==> src/rtl/qenc_pkg.sv <==
// Shared widths, direction encoding and saturation limits for the quadrature
// speed-measurement blocks.
package qenc_pkg;

  localparam int VEL_W_DEF = 16;
  localparam int PER_W_DEF = 24;

  localparam logic DIR_UP   = 1'b1;
  localparam logic DIR_DOWN = 1'b0;

  // One decoded edge: up&down together never forms a valid event
  typedef struct packed {
    logic vld;
    logic dir;
  } qedge_t;

  function automatic longint sat_max(input int w);
    return (longint'(1) <<< (w - 1)) - 1;
  endfunction

  function automatic longint sat_min(input int w);
    return -(longint'(1) <<< (w - 1));
  endfunction

endpackage

==> src/rtl/qenc_window_timer.sv <==
// Free-running 0..WINDOW_CYCLES-1 window counter; held at 0 while disabled,
// win_end marks the final cycle of each window.
module qenc_window_timer #(
  parameter int WINDOW_CYCLES = 1000
) (
  input  logic clk,
  input  logic rst,
  input  logic en,
  output logic win_end
);

  localparam int CW = $clog2(WINDOW_CYCLES);
  localparam logic [CW-1:0] LAST = CW'(WINDOW_CYCLES - 1);

  logic [CW-1:0] cnt;

  always_ff @(posedge clk or negedge rst) begin
    if (!rst)              cnt <= '0;
    else if (!en)          cnt <= '0;
    else if (cnt == LAST)  cnt <= '0;
    else                   cnt <= cnt + 1'b1;
  end

  assign win_end = en && (cnt == LAST);

endmodule

==> src/rtl/quadrature_velocity_estimator.sv <==
// M-method windowed edge count plus T-method edge-to-edge period with stall
// detection, fed by single-cycle up/down strobes from the quadrature decoder.
module quadrature_velocity_estimator
  import qenc_pkg::*;
#(
  parameter int WINDOW_CYCLES = 1000,
  parameter int VEL_W         = VEL_W_DEF,
  parameter int PER_W         = PER_W_DEF
) (
  input  logic                    clk,
  input  logic                    rst,
  input  logic                    en,
  input  logic                    up,
  input  logic                    down,
  output logic signed [VEL_W-1:0] velocity,
  output logic                    vel_valid,
  output logic                    vel_sat,
  output logic [PER_W-1:0]        period,
  output logic                    period_dir,
  output logic                    period_valid,
  output logic                    stalled
);

  localparam logic signed [VEL_W:0]   VMAX_X = (VEL_W+1)'(sat_max(VEL_W));
  localparam logic signed [VEL_W:0]   VMIN_X = (VEL_W+1)'(sat_min(VEL_W));
  localparam logic signed [VEL_W-1:0] VMAX   = VMAX_X[VEL_W-1:0];
  localparam logic signed [VEL_W-1:0] VMIN   = VMIN_X[VEL_W-1:0];
  localparam logic [PER_W-1:0]        PMAX   = '1;

  qedge_t evt;
  logic   win_end;

  assign evt.vld = up ^ down;
  assign evt.dir = up ? DIR_UP : DIR_DOWN;

  qenc_window_timer #(.WINDOW_CYCLES(WINDOW_CYCLES)) u_win (
    .clk     (clk),
    .rst     (rst),
    .en      (en),
    .win_end (win_end)
  );

  // ---- windowed accumulator ----
  logic signed [VEL_W-1:0] acc, acc_nxt;
  logic signed [VEL_W:0]   acc_x, step_x, sum;
  logic                    sticky, sat_now;

  assign acc_x = {acc[VEL_W-1], acc};

  always_comb begin
    step_x  = '0;
    if (evt.vld) step_x = (evt.dir == DIR_UP) ? (VEL_W+1)'(1) : '1;
    sum     = acc_x + step_x;
    acc_nxt = sum[VEL_W-1:0];
    sat_now = 1'b0;
    if (sum > VMAX_X) begin
      acc_nxt = VMAX;
      sat_now = 1'b1;
    end else if (sum < VMIN_X) begin
      acc_nxt = VMIN;
      sat_now = 1'b1;
    end
  end

  // The closing cycle's own step is folded into the reported value
  always_ff @(posedge clk or negedge rst) begin
    if (!rst) begin
      acc       <= '0;
      sticky    <= 1'b0;
      velocity  <= '0;
      vel_sat   <= 1'b0;
      vel_valid <= 1'b0;
    end else begin
      vel_valid <= 1'b0;
      if (!en) begin
        acc    <= '0;
        sticky <= 1'b0;
      end else if (win_end) begin
        velocity  <= acc_nxt;
        vel_sat   <= sticky | sat_now;
        vel_valid <= 1'b1;
        acc       <= '0;
        sticky    <= 1'b0;
      end else begin
        acc    <= acc_nxt;
        sticky <= sticky | sat_now;
      end
    end
  end

  // ---- edge-to-edge period ----
  logic [PER_W-1:0] pcnt, pinc;
  logic             have_edge, last_dir;

  assign pinc = (pcnt == PMAX) ? PMAX : pcnt + 1'b1;

  always_ff @(posedge clk or negedge rst) begin
    if (!rst) begin
      pcnt         <= '0;
      have_edge    <= 1'b0;
      last_dir     <= DIR_DOWN;
      period       <= '0;
      period_dir   <= 1'b0;
      period_valid <= 1'b0;
      stalled      <= 1'b0;
    end else begin
      period_valid <= 1'b0;
      if (!en) begin
        pcnt      <= '0;
        have_edge <= 1'b0;
        stalled   <= 1'b0;
      end else if (evt.vld) begin
        // A reversal only re-arms; only same-direction pairs give a period
        if (have_edge && evt.dir == last_dir) begin
          period       <= pinc;
          period_dir   <= evt.dir;
          period_valid <= 1'b1;
        end
        pcnt      <= '0;
        have_edge <= 1'b1;
        last_dir  <= evt.dir;
        stalled   <= 1'b0;
      end else begin
        pcnt <= pinc;
        if (pinc == PMAX) begin
          stalled   <= 1'b1;
          have_edge <= 1'b0;
        end
      end
    end
  end

endmodule

==> config.mk <==
export PLATFORM = sky130hd
export DESIGN_NAME = quadrature_velocity_estimator
export DESIGN_NICKNAME = d
export VERILOG_FILES = /design/src/rtl/qenc_pkg.sv /design/src/rtl/qenc_window_timer.sv /design/src/rtl/quadrature_velocity_estimator.sv
export SDC_FILE = /design/constraint.sdc
export NUM_CORES = 1
export LEC_CHECK = 0
export BUFFER_PORTS_ARGS = -buffer_cell sky130_fd_sc_hd__buf_2
export CORE_UTILIZATION = 60
export DETAILED_ROUTE_END_ITERATION = 10
export HOLD_SLACK_MARGIN = 0.06
export PLACE_DENSITY_LB_ADDON = 0.05
export SETUP_SLACK_MARGIN = 0.05
export SLEW_MARGIN = 20
export SYNTH_ARGS = -nofsm -noshare
export SYNTH_HDL_FRONTEND = slang
export SYNTH_SLANG_ARGS = --single-unit
==> constraint.sdc <==
create_clock -name clk -period 3.4 [get_ports clk]
set_input_delay 0.34 -clock clk [delete_from_list [all_inputs] [get_ports clk]]
set_output_delay 0.34 -clock clk [all_outputs]
set_load 0.1 [all_outputs]
==> results by group <==
Synthesis
  • EDFF count, synth: 0
  • Synth Instances: 604
  • Top cells by area, synth: dfrtp_1, nor2_1, nand2_1
  • Synthesized area: 5330 um^2
  • Ys flop type: dfrtp_1
  • Ys Warns: 0
  • Post-synth top area cell: dfrtp_1
  • Sequential element share of the synthesized area: 46.0%
  • Post-synth cell types: 67
  • Mean Syn Cell Area: 8.82 um^2
  • Post-synth ARST share: 100%
  • #FFs+latches synth: 98
  • Top cell type's share of synthesized area: 46.0%
  • Post-Syn Nets: 615

Clock network
  • Setup repair bufs after CTS: 0
  • # H-tree levels: 3
  • Clock buffer depth: 2
  • CTS tree: yes
  • Root Buffer Master: clkbuf_8
  • Clk slew on worst S/H paths: 0.10 ns
  • TritonCTS Buffers: 9
  • # clock sinks: 98
  • Worst-skew pair later-pin latency: 0.37 ns

Cells and area
  • Final net count: 661
  • Design area: 5940 um^2
  • Final cell count without fillers: 763
  • Layout cells sized above 1: 14.4%
  • Most common cell after layout, fill and taps aside: dfrtp_1
  • Fillers: 747
  • Antenna fix cells: 0
  • Most frequent cells in the layout: dfrtp_1, nor2_1, nand2_1, o21ai_0, buf_2
  • Area growth syn-to-layout: 11.5%

STA
  • Final TNS setup: 0 ns
  • Fin crit period: 3.13 ns
  • Endpoints failing setup: 0
  • Final setup slack of the worst path: 0.266 ns
  • Final Hold Vio Count: 0
  • Slew margin rel.: 36.7%
  • Max Clock Freq: 0.319 GHz
  • Worst slew pin tran: 0.947 ns
  • Period utilization: 92.2%
  • Unrepaired setup endpoints after global routing: no
  • Slew Viols, Final: 0
  • Fin Clk Skew: 0.0139 ns

Power and ir drop
  • Tot Pwr: 3.47 mW
  • Max VDD drop: 0.283 mV
  • Power per cell area: 584 nW/um^2
  • Static Leak: 2.74 nW

Detailed routing
  • Drt pass-1 iters: 5
  • Wire per inst: 16.0 um
  • Total wire length: 12200 um
  • Post-route ant nets: 0
  • DR iter-0 viols: 254
  • Drt drc: 0
  • Routed vias/inst: 6.00
  • Via count: 4581

Placed design
  • Post-DP Area: 5710 um^2
  • Worst slack, placed: 0.0641 ns
  • Inst Count DP: 746
  • GP Congestion: 0.938
  • Port Buf Inserts: 49
  • Detail Placement HPWL: 8580 um

GRT
  • Met1 Usage GRT: 38.0%
  • Met2 Track Usage GR: 44.1%
  • GRT busiest layer: met2
  • First-pass GRT wire length: 19800 um
  • Vias in the first global route: 4155
  • Largest net degree at the start of global routing: 58
  • Total track usage: 28.0%
  • Met3 usage: 6.00%
  • Initial antenna violation count: 0
  • Gr ovfl total: 0

Die
  • Core area: 8680 um^2
  • Row count: 34
  • Die W: 96.2 um
  • Initial Util: 61.4%
  • Top-level port count: 50
  • Die H: 96.2 um
  • Die Area: 9260 um^2

Worst setup path
  • Crit end category: register
  • Crit Path Max Fanout: 10
  • Flop-to-flop setup slack: 0.27 ns
  • Startpoint class of the critical path: register
  • Worst EP required: 3.61 ns
  • Crit path DAT: 3.35 ns
  • Kind of critical path: reg -> reg

Run status
  • Status: complete, no violations

Worst hold path
  • Min-Delay Path Class: in -> reg

Run
  • Max Cap Viol: 0
==> through the flow <==
stage	util, %	hold WS [ns]
CTS	68.4	0.301
floorplan	-	0.0444
global placement	65.7	0.430
finish	68.5	0.309
global route	68.5	0.303
detailed placement	65.7	0.440
==> path summary, 6_finish.rpt <==
check | start | endpoint | cells after the start
max | acc[4]$_DFF_PN0_ | acc[10]$_DFF_PN0_ | 7
min | en | have_edge$_DFFE_PN0P_ | 2
max reg2reg | acc[4]$_DFF_PN0_ | acc[10]$_DFF_PN0_ | 7
min reg2reg | u_win.cnt[0]$_DFF_PN0_ | u_win.cnt[0]$_DFF_PN0_ | 1
max in group asynchronous | rst | period[12]$_DFFE_PN0P_ | 3
min in group asynchronous | rst | acc[12]$_DFF_PN0_ | 2
==> cell usage after synthesis (2+ instances only) <==
cell / instances
and4_1: 2
or4_1: 5
inv_1: 15
xor2_1: 21
o21ai_0: 54
buf_1: 2
o211a_1: 2
and3_1: 9
nor2b_1: 4
a21oi_1: 21
and2_1: 5
nor3b_1: 3
clkbuf_1: 24
mux2i_1: 5
a31oi_1: 11
o22a_1: 2
nand3_1: 17
and4b_1: 2
a22o_1: 2
nand4_1: 11
nand4b_1: 3
or3_1: 6
ha_1: 6
xnor2_1: 27
o22ai_1: 5
buf_6: 2
nor2_1: 88
nand2b_1: 2
dfrtp_1: 98
o221ai_1: 2
nor3_1: 23
o2bb2ai_1: 2
a211oi_1: 3
buf_2: 4
nand2_1: 72
and3b_1: 3
a2bb2oi_1: 2
o31a_1: 3
a21o_1: 2
nor4_1: 5
o21a_1: 2
a22oi_1: 2
==> critical path, cell delays in order (launching register included) <==
cell and delay (ns):
dfrtp_1 0.52, or4b_2 0.68, o22a_1 0.24, a211oi_1 0.47, a2bb2oi_2 0.28, xnor2_1 0.22, nor2_2 0.46, nor3_1 0.10
==> report_power, final <==
part / internal (mW) / switching [mW]
logic: 0.429 / 0.777
registers: 1.28 / 0.173
clock network: 0.378 / 0.435
total: 2.09 / 1.38
==> routing by layer <==
layer,wire length [um],up-vias
li1,-,2217
met4,200,0
met5,0,-
met3,513,21
met1,5830,2231
met2,5660,112
==> logic make-up (layout without fill, tap and decap cells) <==
logic type	count (synthesis)	after routing	synth area share [%]
AOI/OAI and AO/OA	130	130	15.4
DFF	98	98	46.0
adders and majority gates	6	6	1.41
muxes	5	5	0.939
and+or+nand+nor	270	270	24.7
buffers and inverters	47	98	3.69
xor gates and xnor gates	48	48	7.89
==> repair_timing <==
item | in CTS | in global routing
gates resized for setup | 0 | 1
hold buffers | 1 | 0
endpoints found under the setup margin | 0 | 19
hold endpoints to repair | 55 | 0
==> registers in the layout, indices dropped and copies added, names as in the netlist, 10 cells and up <==
name / cells
pcnt: 24
period: 24
acc: 16
velocity: 16
u_win.cnt: 10
==> area by class of cell <==
type | instances | area (um^2) | area share [%]
clock buffers | 10 | 138 | 2.32
clock inverters | 6 | 83.8 | 1.41
inverters | 15 | 56.3 | 0.947
multi-input cells | 459 | 2690 | 45.3
flip-flops and latches | 98 | 2450 | 41.3
well taps | 108 | 135 | 2.27
repair buffers | 67 | 385 | 6.48
No activity file was read; power rests on OpenSTA's default activity.
